<file path="src/rtl/seq_restoring_divider_if.sv">
// Start/busy/done handshake bundle for the sequential divider.
// The master drives operands; the slave returns results.
interface seq_restoring_divider_if #(
    parameter int N = 6
);
    logic         start;
    logic [N-1:0] dividend;
    logic [N-1:0] divisor;
    logic         busy;
    logic         done;
    logic [N-1:0] quotient;
    logic [N-1:0] remainder;
    logic         div_by_zero;

    modport master (
        output start, dividend, divisor,
        input  busy, done, quotient, remainder, div_by_zero
    );

    modport slave (
        input  start, dividend, divisor,
        output busy, done, quotient, remainder, div_by_zero
    );
endinterface

</file>
<file path="src/rtl/seq_restoring_divider.sv">
// N-bit unsigned restoring divider, one ripple-subtractor trial per clock.
// Used mainly to split minute/second values into tens and units.
module seq_restoring_divider #(
    parameter int N = 6
) (
    input  logic                   clk,
    input  logic                   rst,
    seq_restoring_divider_if.slave bus
);
    localparam int CW = $clog2(N + 1);

    typedef enum logic [1:0] {
        IDLE,
        RUN,
        DONE
    } state_t;

    state_t        state_q, state_d;
    logic [N-1:0]  q_q, q_d;
    logic [N-1:0]  d_q, d_d;
    logic [N:0]    r_q, r_d;
    logic [CW-1:0] cnt_q, cnt_d;
    logic [N-1:0]  quo_q, quo_d;
    logic [N-1:0]  rem_q, rem_d;
    logic          dbz_q, dbz_d;
    logic          busy_q, busy_d;
    logic          done_q, done_d;

    logic [N:0]    s;
    logic [N:0]    m;
    logic [N:0]    t;
    logic [N+1:0]  bw;

    // Gate-level ripple subtractor: t = s - m, borrow out in bw[N+1].
    always_comb begin
        s     = (N+1)'({r_q, q_q[N-1]});
        m     = {1'b0, d_q};
        bw    = '0;
        t     = '0;
        for (int i = 0; i <= N; i++) begin
            t[i]    = s[i] ^ m[i] ^ bw[i];
            bw[i+1] = (~s[i] & m[i]) | (~(s[i] ^ m[i]) & bw[i]);
        end
    end

    always_comb begin
        state_d = state_q;
        q_d     = q_q;
        d_d     = d_q;
        r_d     = r_q;
        cnt_d   = cnt_q;
        quo_d   = quo_q;
        rem_d   = rem_q;
        dbz_d   = dbz_q;
        unique case (state_q)
            RUN: begin
                r_d   = bw[N+1] ? s : t;
                q_d   = (q_q << 1) | {{(N-1){1'b0}}, ~bw[N+1]};
                cnt_d = cnt_q - CW'(1);
                if (cnt_q == CW'(1)) begin
                    state_d = DONE;
                    quo_d   = q_d;
                    rem_d   = r_d[N-1:0];
                end
            end
            default: begin
                if (state_q == DONE)
                    state_d = IDLE;
                if (bus.start) begin
                    q_d   = bus.dividend;
                    d_d   = bus.divisor;
                    r_d   = '0;
                    cnt_d = CW'(N);
                    dbz_d = 1'b0;
                    if (bus.divisor == '0) begin
                        state_d = DONE;
                        quo_d   = '1;
                        rem_d   = bus.dividend;
                        dbz_d   = 1'b1;
                    end else begin
                        state_d = RUN;
                    end
                end
            end
        endcase
        busy_d = (state_d == RUN);
        done_d = (state_d == DONE);
    end

    always_ff @(posedge clk) begin
        if (rst) begin
            state_q <= IDLE;
            q_q     <= '0;
            d_q     <= '0;
            r_q     <= '0;
            cnt_q   <= '0;
            quo_q   <= '0;
            rem_q   <= '0;
            dbz_q   <= 1'b0;
            busy_q  <= 1'b0;
            done_q  <= 1'b0;
        end else begin
            state_q <= state_d;
            q_q     <= q_d;
            d_q     <= d_d;
            r_q     <= r_d;
            cnt_q   <= cnt_d;
            quo_q   <= quo_d;
            rem_q   <= rem_d;
            dbz_q   <= dbz_d;
            busy_q  <= busy_d;
            done_q  <= done_d;
        end
    end

    assign bus.busy        = busy_q;
    assign bus.done        = done_q;
    assign bus.quotient    = quo_q;
    assign bus.remainder   = rem_q;
    assign bus.div_by_zero = dbz_q;
endmodule

</file>
<file path="src/flat_wrapper.sv">
// flat-port wrapper written by rule: the top's interface ports become plain ports
module seq_restoring_divider_flat 
#(
    parameter int N = 6
)
  (clk, rst, bus_start, bus_dividend, bus_divisor, bus_busy, bus_done, bus_quotient, bus_remainder, bus_div_by_zero);
  seq_restoring_divider_if #(.N(N)) bus_i ();
  input  logic clk;
  input  logic rst;
  input wire logic [$bits(bus_i.start)-1:0] bus_start;
  input wire logic [$bits(bus_i.dividend)-1:0] bus_dividend;
  input wire logic [$bits(bus_i.divisor)-1:0] bus_divisor;
  output wire logic [$bits(bus_i.busy)-1:0] bus_busy;
  output wire logic [$bits(bus_i.done)-1:0] bus_done;
  output wire logic [$bits(bus_i.quotient)-1:0] bus_quotient;
  output wire logic [$bits(bus_i.remainder)-1:0] bus_remainder;
  output wire logic [$bits(bus_i.div_by_zero)-1:0] bus_div_by_zero;
  assign bus_i.start = bus_start;
  assign bus_i.dividend = bus_dividend;
  assign bus_i.divisor = bus_divisor;
  assign bus_busy = bus_i.busy;
  assign bus_done = bus_i.done;
  assign bus_quotient = bus_i.quotient;
  assign bus_remainder = bus_i.remainder;
  assign bus_div_by_zero = bus_i.div_by_zero;
  seq_restoring_divider #(.N(N)) u_core (.clk(clk), .rst(rst), .bus(bus_i));
endmodule
</file>
<file path="config.mk">
export PLATFORM = sky130hd
export DESIGN_NAME = seq_restoring_divider_flat
export DESIGN_NICKNAME = d
export VERILOG_FILES = /design/src/rtl/seq_restoring_divider_if.sv /design/src/rtl/seq_restoring_divider.sv /design/src/flat_wrapper.sv
export SDC_FILE = /design/constraint.sdc
export NUM_CORES = 1
export LEC_CHECK = 0
export CAP_MARGIN = 20
export CORE_UTILIZATION = 56
export DETAILED_ROUTE_END_ITERATION = 10
export GPL_TIMING_DRIVEN = 1
export PLACE_DENSITY = 0.81
export SLEW_MARGIN = 20
export SYNTH_ARGS = -nofsm -noshare
export SYNTH_HDL_FRONTEND = slang
export SYNTH_SLANG_ARGS = --single-unit
</file>
<file path="constraint.sdc">
create_clock -name clk -period 5.95 [get_ports clk]
set_clock_uncertainty 0.2 [all_clocks]
set_input_delay 1.19 -clock clk [delete_from_list [all_inputs] [get_ports clk]]
set_output_delay 1.19 -clock clk [all_outputs]
set_load 0.05 [all_outputs]
</file>
# == Word level (Yosys, flattened, before mapping) ==
# Index checks and enable logic that the tools add are counted.
# op_classes
add_sub_neg,1
mul,0
div_mod_pow,0
order_cmp,0
n_eq_ne,6
n_shift,0
mux,21
n_bitwise,43
n_reduce_logical,5
# ops
operator,n
$mux 6,13
$not 1->1,14
$and 1x1->1,12
$xor 1x1->1,11
$mux 2,5
$logic_not 6->1,1
$mux 3,2
$or 6x1->6,1
$or 1x1->1,5
$eq 2x1->1 const B,2
$eq 2x2->1 const B,2
$reduce_bool 2->1,2
$eq 3x1->1 const B,1
$reduce_and 3->1,1
$sub 3x1->3 const B,1
$ne 2x1->1 const B,1
$reduce_and 2->1,1
$mux 1,1
# word_totals
register_bits,38
latchBits,0
mem_bits_rw,0
rom_bits,0
inputBits,15
out_inout_bits,15
word_cells,86
mem_count,0

# == Logic depth before layout (Yosys ltp) ==
# Gate-level depths: netlist of the first run.
# logic_depth
ltp_word,17
depth_mapped,12
mapped_depth_nobuf,11

# == Least setup slack after synthesis of the first run ==
# Ideal clock, no wire load.
# synth_path
path_type,reg-to-reg
from,register u_core.q_q[5]
to,register u_core.rem_q[0] (netlist: u_core.bus.remainder[0])
t_arrival_ns,3.115
t_required_ns,5.680
slack_ns,2.565
path_stages_with_launch,13
n_path_buf,1
cell_sequence,dfxtp_1 -> inv_1 -> ha_1 -> fa_1 -> fa_1 -> fa_1 -> fa_1 -> fa_1 -> nand2b_1 -> buf_2 -> mux2i_1 -> a32oi_1 -> a21oi_1
# synth_via
elab_chain_len,16
elab_cells_between_ends,17
# synth_lines
element,line,source
start: declaration,seq_restoring_divider.sv:19,"logic [N-1:0] q_q, q_d;"
start signal: assignment,seq_restoring_divider.sv:104,q_q <= q_d;
$not 1->1,seq_restoring_divider.sv:42,bw[i+1] = (~s[i] & m[i]) | (~(s[i] ^ m[i]) & bw[i]);
$and 1x1->1 (2 in series),seq_restoring_divider.sv:42,
$or 1x1->1,seq_restoring_divider.sv:42,
$and 1x1->1,seq_restoring_divider.sv:42,
$or 1x1->1,seq_restoring_divider.sv:42,
$and 1x1->1,seq_restoring_divider.sv:42,
$or 1x1->1,seq_restoring_divider.sv:42,
$and 1x1->1,seq_restoring_divider.sv:42,
$or 1x1->1,seq_restoring_divider.sv:42,
$and 1x1->1,seq_restoring_divider.sv:42,
$or 1x1->1,seq_restoring_divider.sv:42,
$and 1x1->1,seq_restoring_divider.sv:42,
$mux 6 *,seq_restoring_divider.sv:57,r_d = bw[N+1] ? s : t;
$mux 6 *,seq_restoring_divider.sv:60,if (cnt_q == CW'(1)) begin
$mux 6 *,seq_restoring_divider.sv:55,unique case (state_q)
end signal: assignment,seq_restoring_divider.sv:109,rem_q <= rem_d;
end: declaration,seq_restoring_divider.sv:24,"logic [N-1:0] rem_q, rem_d;"
# Every way passes the cells marked *; elsewhere a longest branch is shown, timed or not. The select of a mux whose other input is x is not followed.
# A chain may end at the register's enable or synchronous reset.

# == Worst setup path after layout of the first run ==
# Same ends and word-level chain as after synthesis.

==> results.py, run 1 <==
metrics = {
    "clock_network": {
        "path_clk_slew_ps": 110,
        "cts_hold_buf": 0,
        "h-tree-depth": 2,
        "cts_resized": 0,
        "cts.sinks": 38,
        "cts_tree": "built",
        "clockRootBuffer": "clkbuf_4",
        "cts_setup_buffers": 0,
        "clock_latency_ps": 350,
        "clk_path_buf_depth": 2,
        "cts_buffers": 5,
    },
    "floorplan": {
        "die_area_sq_um": 3390,
        "die_h_um": 58.3,
        "rows": 20,
        "die_w_um": 58.3,
        "start_util_pct": 58.6,
        "core-area_sq_um": 3030,
        "ios": 30,
    },
    "setup_path": {
        "timing.rr.end": "u_core.bus.remainder[0]$_SDFFE_PP0P_",
        "critPathLaunch": "u_core.q_q[5]$_SDFFE_PP0P_",
        "cp_num_buf_inv": 1,
        "cp_slowest_cell": "fa_1",
        "crit_top_cell": "fa_1",
        "crit_type": "reg2reg",
        "critical_path.max_stage_delay_ps": 400,
        "cp_top_family": "adder cells",
        "r2r_cells": 11,
        "start_kind": "flop",
        "r2r-start": "u_core.q_q[5]$_SDFFE_PP0P_",
        "crit_chain": "inv_1, ha_1, fa_1, fa_1, fa_1, fa_1, fa_1, nand2b_1, mux2i_1, a32oi_1, a21oi_1",
        "cp.required_ps": 6040,
        "r2r_setup_slack_ps": 2170,
        "cp.arrival_ps": 3870,
        "crit_path_end_kind": "flop",
        "cp_max_fo": 9,
    },
    "cells_and_area": {
        "antenna-diode-count": 0,
        "seq_area_sq_um": 761,
        "fin_area_sq_um": 2130,
        "drive_gt1_share_pct": 8.45,
        "nets": 236,
        "multi_input_area_sq_um": 911,
        "fill_cells": 248,
        "utilization_pct": 70.2,
        "final_common_cell": "dfxtp_1",
        "final_cell_mix": "38 x dfxtp_1, 28 x clkdlybuf4s50_1, 21 x a21oi_1",
        "stdcell_count": 257,
        "areaGrowthSynthToFinish_pct": 20.0,
    },
    "global_route": {
        "grt_pass1_wl_um": 6620,
        "grt_pass1_vias": 1430,
        "grtUsageTotal_pct": 26.6,
        "grt_max_degree": 37,
        "antenna_found_initial": 0,
        "overflow": 0,
    },
    "timing": {
        "fin_crit_sh_pct": 63.6,
        "finalMaxSlewViolations": 0,
        "hold_viol_final": 0,
        "slew_headroom_pct": 29.7,
        "finalWorstSetupSlack_ps": 2170,
        "worstMarginPinSlew_ps": 1050,
        "maxClockFrequency_mhz": 264,
        "setup_violations": 0,
        "tns_ps": 0,
        "min_period_ps": 3780,
        "rsz0062_at_grt": "false",
    },
    "yosys": {
        "avgSynthCellArea_sq_um": 9.23,
        "async_flop_share_pct": 0,
        "ys_seq_elements": 38,
        "synth_nets": 215,
        "synth_top_area_share_pct": 42.9,
        "syn-cell-area_sq_um": 1770,
        "synth_edf_count": 0,
        "syn_inst": 192,
        "yosysTopAreaCell": "dfxtp_1",
        "yosys-top-cells-area": "dfxtp_1 43%, mux2i_1 6.2%, a21oi_1 5.9%",
        "synth_cell_types": 33,
        "synthFlopType": "dfxtp_1",
        "seq_area_frac_synth_pct": 42.9,
        "ys_warn_count": 0,
    },
    "placement": {
        "gp_congestion": 0.903,
        "dp.final_hpwl_um": 2960,
        "port_buffers": 29,
        "dpl.cell_count": 250,
        "pre_cts_slack_ps": 2180,
        "placed_cell_area_sq_um": 2050,
    },
    "drt": {
        "ant_nets": 0,
        "drt_iter0_drc": 91,
        "drc_errors": 0,
        "vias_per_cell": 5.95,
        "drt-wirelength-per-cell_um": 16.1,
        "drt_first_pass_iters": 4,
        "wirelength_um": 4140,
        "vias": 1528,
    },
    "pwr": {
        "irDropWorstVdd_mv": 0.192,
        "switchingPower_mw": 0.168,
        "pwr-share-seq_pct": 48.1,
        "p_clk_share_pct": 31.9,
        "p_int_mw": 0.413,
        "switching_share_pct": 28.9,
        "power_leakage_nw": 0.778,
        "pwr-share-comb_pct": 20.0,
        "powerDensity_nw_per_um2": 273,
    },
    "run_status": {
        "status": "complete, no violations",
    },
    "min_path": {
        "hold_depth": 1,
        "min-delay-path-class": "reg2reg",
        "worst_hold_startpoint": "u_core.bus.quotient[0]$_SDFFE_PP0P_",
        "hold_end": "u_core.bus.quotient[0]$_SDFFE_PP0P_",
    },
    "run": {
        "drv_cap": 0,
    },
}
-- cell usage after synthesis, types with 2 or more instances --
cell,number
dfxtp_1,38
a21oi_1,21
nand2_1,20
nor2_1,14
a32oi_1,11
mux2i_1,11
inv_1,9
buf_2,8
a211oi_1,7
nand3_1,7
or3_1,6
clkbuf_1,5
fa_1,5
o221a_2,5
ha_1,3
nor3_1,3
nand2b_1,2
o21a_1,2
-- power groups by stage --
stage | registers [mW] | logic (mW) | clock network (mW)
after floorplan | 0.292 | 0.0748 | 0
after global placement | 0.284 | 0.109 | 0
after detailed placement | 0.285 | 0.116 | 0
after CTS | 0.279 | 0.116 | 0.185
after global routing | 0.281 | 0.128 | 0.196
final | 0.279 | 0.116 | 0.185
-- registers in the layout, summed over array words and instances (netlist names), 2 cells and up --
| name | count |
|---|---|
| u_core.bus.quotient | 6 |
| u_core.bus.remainder | 6 |
| u_core.d_q | 6 |
| u_core.q_q | 6 |
| u_core.r_q | 6 |
| u_core.cnt_q | 3 |
| u_core.state_q | 2 |
-- worst max-delay path by stage --
stage | end | slack [ps] | depth (start not counted)
floorplan | u_core.bus.remainder[0]$_SDFFE_PP0P_ | 2560 | 12
global placement | u_core.bus.remainder[0]$_SDFFE_PP0P_ | 2300 | 11
detailed placement | u_core.bus.remainder[0]$_SDFFE_PP0P_ | 2180 | 11
CTS | u_core.bus.remainder[0]$_SDFFE_PP0P_ | 2160 | 11
global route | u_core.bus.remainder[0]$_SDFFE_PP0P_ | 2040 | 11
finish | u_core.bus.remainder[0]$_SDFFE_PP0P_ | 2170 | 11
-- metal layers --
| metal | GRT usage [%] | part of all wire [%] | vias to the layer above |
|---|---|---|---|
| met5 | 0 | 0 | - |
| met4 | 11.6 | 1.9 | 0 |
| met3 | 7.59 | 6.4 | 8 |
| met2 | 44.2 | 50 | 57 |
| met1 | 32.2 | 42 | 735 |
| li1 | - | - | 728 |
-- cell families after synthesis --
logic type,synth area share (%)
simple gates,16.8
compound gates,20.5
flops,42.9
buf+inv,5.86
mux,6.21
fa+ha+maj,7.76
-- per-stage QoR --
stage | total power [mW] | hold WS, ps
final | 0.581 | 277
after global routing | 0.605 | 306
after CTS | 0.581 | 281
after detailed placement | 0.401 | 259
after global placement | 0.393 | 248
after floorplan | 0.367 | 241
-- layout make-up --
type                    count  share of cell area [%]
multi-input cells         130                    42.8
flip-flops and latches     38                    35.8
repair buffers             29                    13.4
well taps                  44                    2.59
clock buffers               6                    2.41
inverters                   9                    1.59
clock inverters             1                    1.41
Power figures use the tool's default switching activity.
==> inputs of run 2 (changes only) <==
--- a/config.mk
+++ b/config.mk
@@ -6,10 +6,10 @@
 export NUM_CORES = 1
 export LEC_CHECK = 0
 export CAP_MARGIN = 20
-export CORE_UTILIZATION = 56
+export CORE_UTILIZATION = 47
 export DETAILED_ROUTE_END_ITERATION = 10
 export GPL_TIMING_DRIVEN = 1
-export PLACE_DENSITY = 0.81
+export PLACE_DENSITY = 0.72
 export SLEW_MARGIN = 20
 export SYNTH_ARGS = -nofsm -noshare
 export SYNTH_HDL_FRONTEND = slang
==> constraint.sdc (replaced) <==
create_clock -name clk -period 3.1 [get_ports clk]
set_clock_uncertainty 0.2 [all_clocks]
set_input_delay 0.62 -clock clk [delete_from_list [all_inputs] [get_ports clk]]
set_output_delay 0.62 -clock clk [all_outputs]
set_load 0.05 [all_outputs]
==> results.py, run 2 (synthesis gave the netlist of run 1 again) <==
metrics = {
    "run_status": {
        "status": "finished with violations",
        "violations": "negative setup slack",
    },
    "global_route": {
        "overflow": 0,
        "antenna_found_initial": 0,
        "grt_pass1_vias": 1463,
        "grtUsageTotal_pct": 22.1,
        "grt_max_degree": 24,
        "grt_pass1_wl_um": 6800,
    },
    "placement": {
        "port_buffers": 29,
        "dpl.cell_count": 257,
        "gp_congestion": 0.802,
        "dp.final_hpwl_um": 2960,
    },
    "cells_and_area": {
        "final_common_cell": "dfxtp_1",
        "areaGrowthSynthToFinish_pct": 30.7,
        "fill_cells": 307,
        "drive_gt1_share_pct": 18.1,
        "stdcell_count": 267,
        "final_cell_mix": "37 x dfxtp_1, 29 x clkdlybuf4s50_1, 20 x nand2_1",
        "nets": 244,
        "antenna-diode-count": 0,
        "utilization_pct": 66.8,
    },
    "timing": {
        "rsz0062_at_grt": "true",
        "finalMaxSlewViolations": 0,
        "finalWorstSetupSlack_ps": -148,
        "hold_viol_final": 0,
        "setup_violations": 14,
        "slew_headroom_pct": 52.1,
        "min_period_ps": 3250,
        "fin_crit_sh_pct": 105,
        "maxClockFrequency_mhz": 308,
        "worstMarginPinSlew_ps": 716,
    },
    "clock_network": {
        "cts_buffers": 5,
        "clk_path_buf_depth": 2,
        "cts.sinks": 38,
        "clockRootBuffer": "clkbuf_8",
        "clock_latency_ps": 300,
        "cts_tree": "built",
        "path_clk_slew_ps": 70,
        "h-tree-depth": 2,
        "cts_hold_buf": 0,
    },
    "setup_path": {
        "r2r_setup_slack_ps": -150,
        "start_kind": "flop",
        "crit_type": "reg2reg",
        "cp_num_buf_inv": 3,
        "crit_path_end_kind": "flop",
        "cp_top_family": "adder cells",
        "cp.required_ps": 3070,
        "crit_top_cell": "fa_2",
        "crit_chain": "inv_2, ha_4, fa_2, fa_2, fa_2, fa_2, fa_2, nand2b_4, buf_12, buf_4, nand2_1, o211ai_1, a31oi_1",
        "cp.arrival_ps": 3210,
        "cp_max_fo": 7,
        "cp_slowest_cell": "fa_2",
        "critical_path.max_stage_delay_ps": 370,
    },
    "pwr": {
        "power_leakage_nw": 0.829,
        "powerDensity_nw_per_um2": 542,
        "irDropWorstVdd_mv": 0.364,
    },
    "floorplan": {
        "die_h_um": 63.4,
        "ios": 30,
        "die_w_um": 63.4,
        "rows": 21,
        "core-area_sq_um": 3470,
        "die_area_sq_um": 4020,
        "start_util_pct": 51.1,
    },
    "min_path": {
        "min-delay-path-class": "reg2reg",
    },
    "run": {
        "drv_cap": 0,
    },
    "drt": {
        "wirelength_um": 4100,
        "vias_per_cell": 5.66,
        "drt_first_pass_iters": 4,
        "vias": 1511,
        "drt-wirelength-per-cell_um": 15.4,
        "drt_iter0_drc": 144,
        "ant_nets": 0,
        "drc_errors": 0,
    },
}
==> run 2: cell count changes in the layout (fill, tap and decap cells not counted), sizes merged <==
cell           before  now
buf                 1    8
clkdlybuf4s50      28   29
==> run 2: layer usage <==
layer	vias up	wire, um	track usage [%]	share of wire, %
met1	725	1860	27.7	45
li1	746	-	-	-
met2	35	2000	36.6	49
met3	5	183	6.34	4.5
met5	-	0	0	0
met4	0	58	6.82	1.4
==> run 2: path summary, 6_finish.rpt <==
| path | start | endpoint | cells after the start |
|---|---|---|---|
| setup / recovery | u_core.q_q[5]$_SDFFE_PP0P_ | u_core.bus.remainder[5]$_SDFFE_PP0P_ | 13 |
| hold / removal | u_core.bus.div_by_zero$_SDFFE_PP0P_ | u_core.bus.div_by_zero$_SDFFE_PP0P_ | 2 |
| setup reg to reg | u_core.q_q[5]$_SDFFE_PP0P_ | u_core.bus.remainder[5]$_SDFFE_PP0P_ | 13 |
| hold reg to reg | u_core.bus.div_by_zero$_SDFFE_PP0P_ | u_core.bus.div_by_zero$_SDFFE_PP0P_ | 2 |
==> run 2: report_power, final <==
part | switching (mW) | internal (mW) | leakage [nW]
logic | 0.153 | 0.137 | 0.460
clock network | 0.170 | 0.257 | 0.0573
registers | 0.0211 | 0.518 | 0.311
total | 0.344 | 0.912 | 0.829
==> run 2: per-stage QoR <==
stage               setup WS [ps]  TNS, ps  total power [mW]  hold WS (ps)  area, sq um
floorplan                    6.24        0             0.714           245         1810
global placement             -108     -633             0.782           246         2130
detailed placement           -214    -1380             0.792           249         2130
CTS                          -139    -1520              1.25           258         2290
global route                 -252    -3010              1.31           292         2320
finish                       -148    -1490              1.26           256         2320
==> run 2: repair_timing <==
| action | in CTS | in global routing |
|---|---|---|
| gates resized for setup | 8 | 3 |
| endpoints found under the setup margin | 13 | 14 |
| endpoints found under the hold margin | 0 | 0 |
| buffers inserted | 2 | 1 |
| pin swaps | 3 | 3 |
==> run 2: cell type report <==
class / instances / area [sq um] / area share, %
Inverter: 9 / 33.8 / 1.46
Tap cell: 46 / 57.6 / 2.48
Timing Repair Buffer: 37 / 363 / 15.7
Multi-Input combinational cell: 130 / 988 / 42.7
Clock buffer: 6 / 82.6 / 3.56
Sequential cell: 38 / 762 / 32.9
Clock inverter: 1 / 30.0 / 1.30
==> run 2: worst reg2reg max path, cell delays in order, from the launching register on <==
cell and delay [ps]:
dfxtp_2 330, inv_2 50, ha_4 150, fa_2 330
fa_2 350, fa_2 340, fa_2 340, fa_2 370
nand2b_4 90, buf_12 130, buf_4 120, nand2_1 50
o211ai_1 130, a31oi_1 130
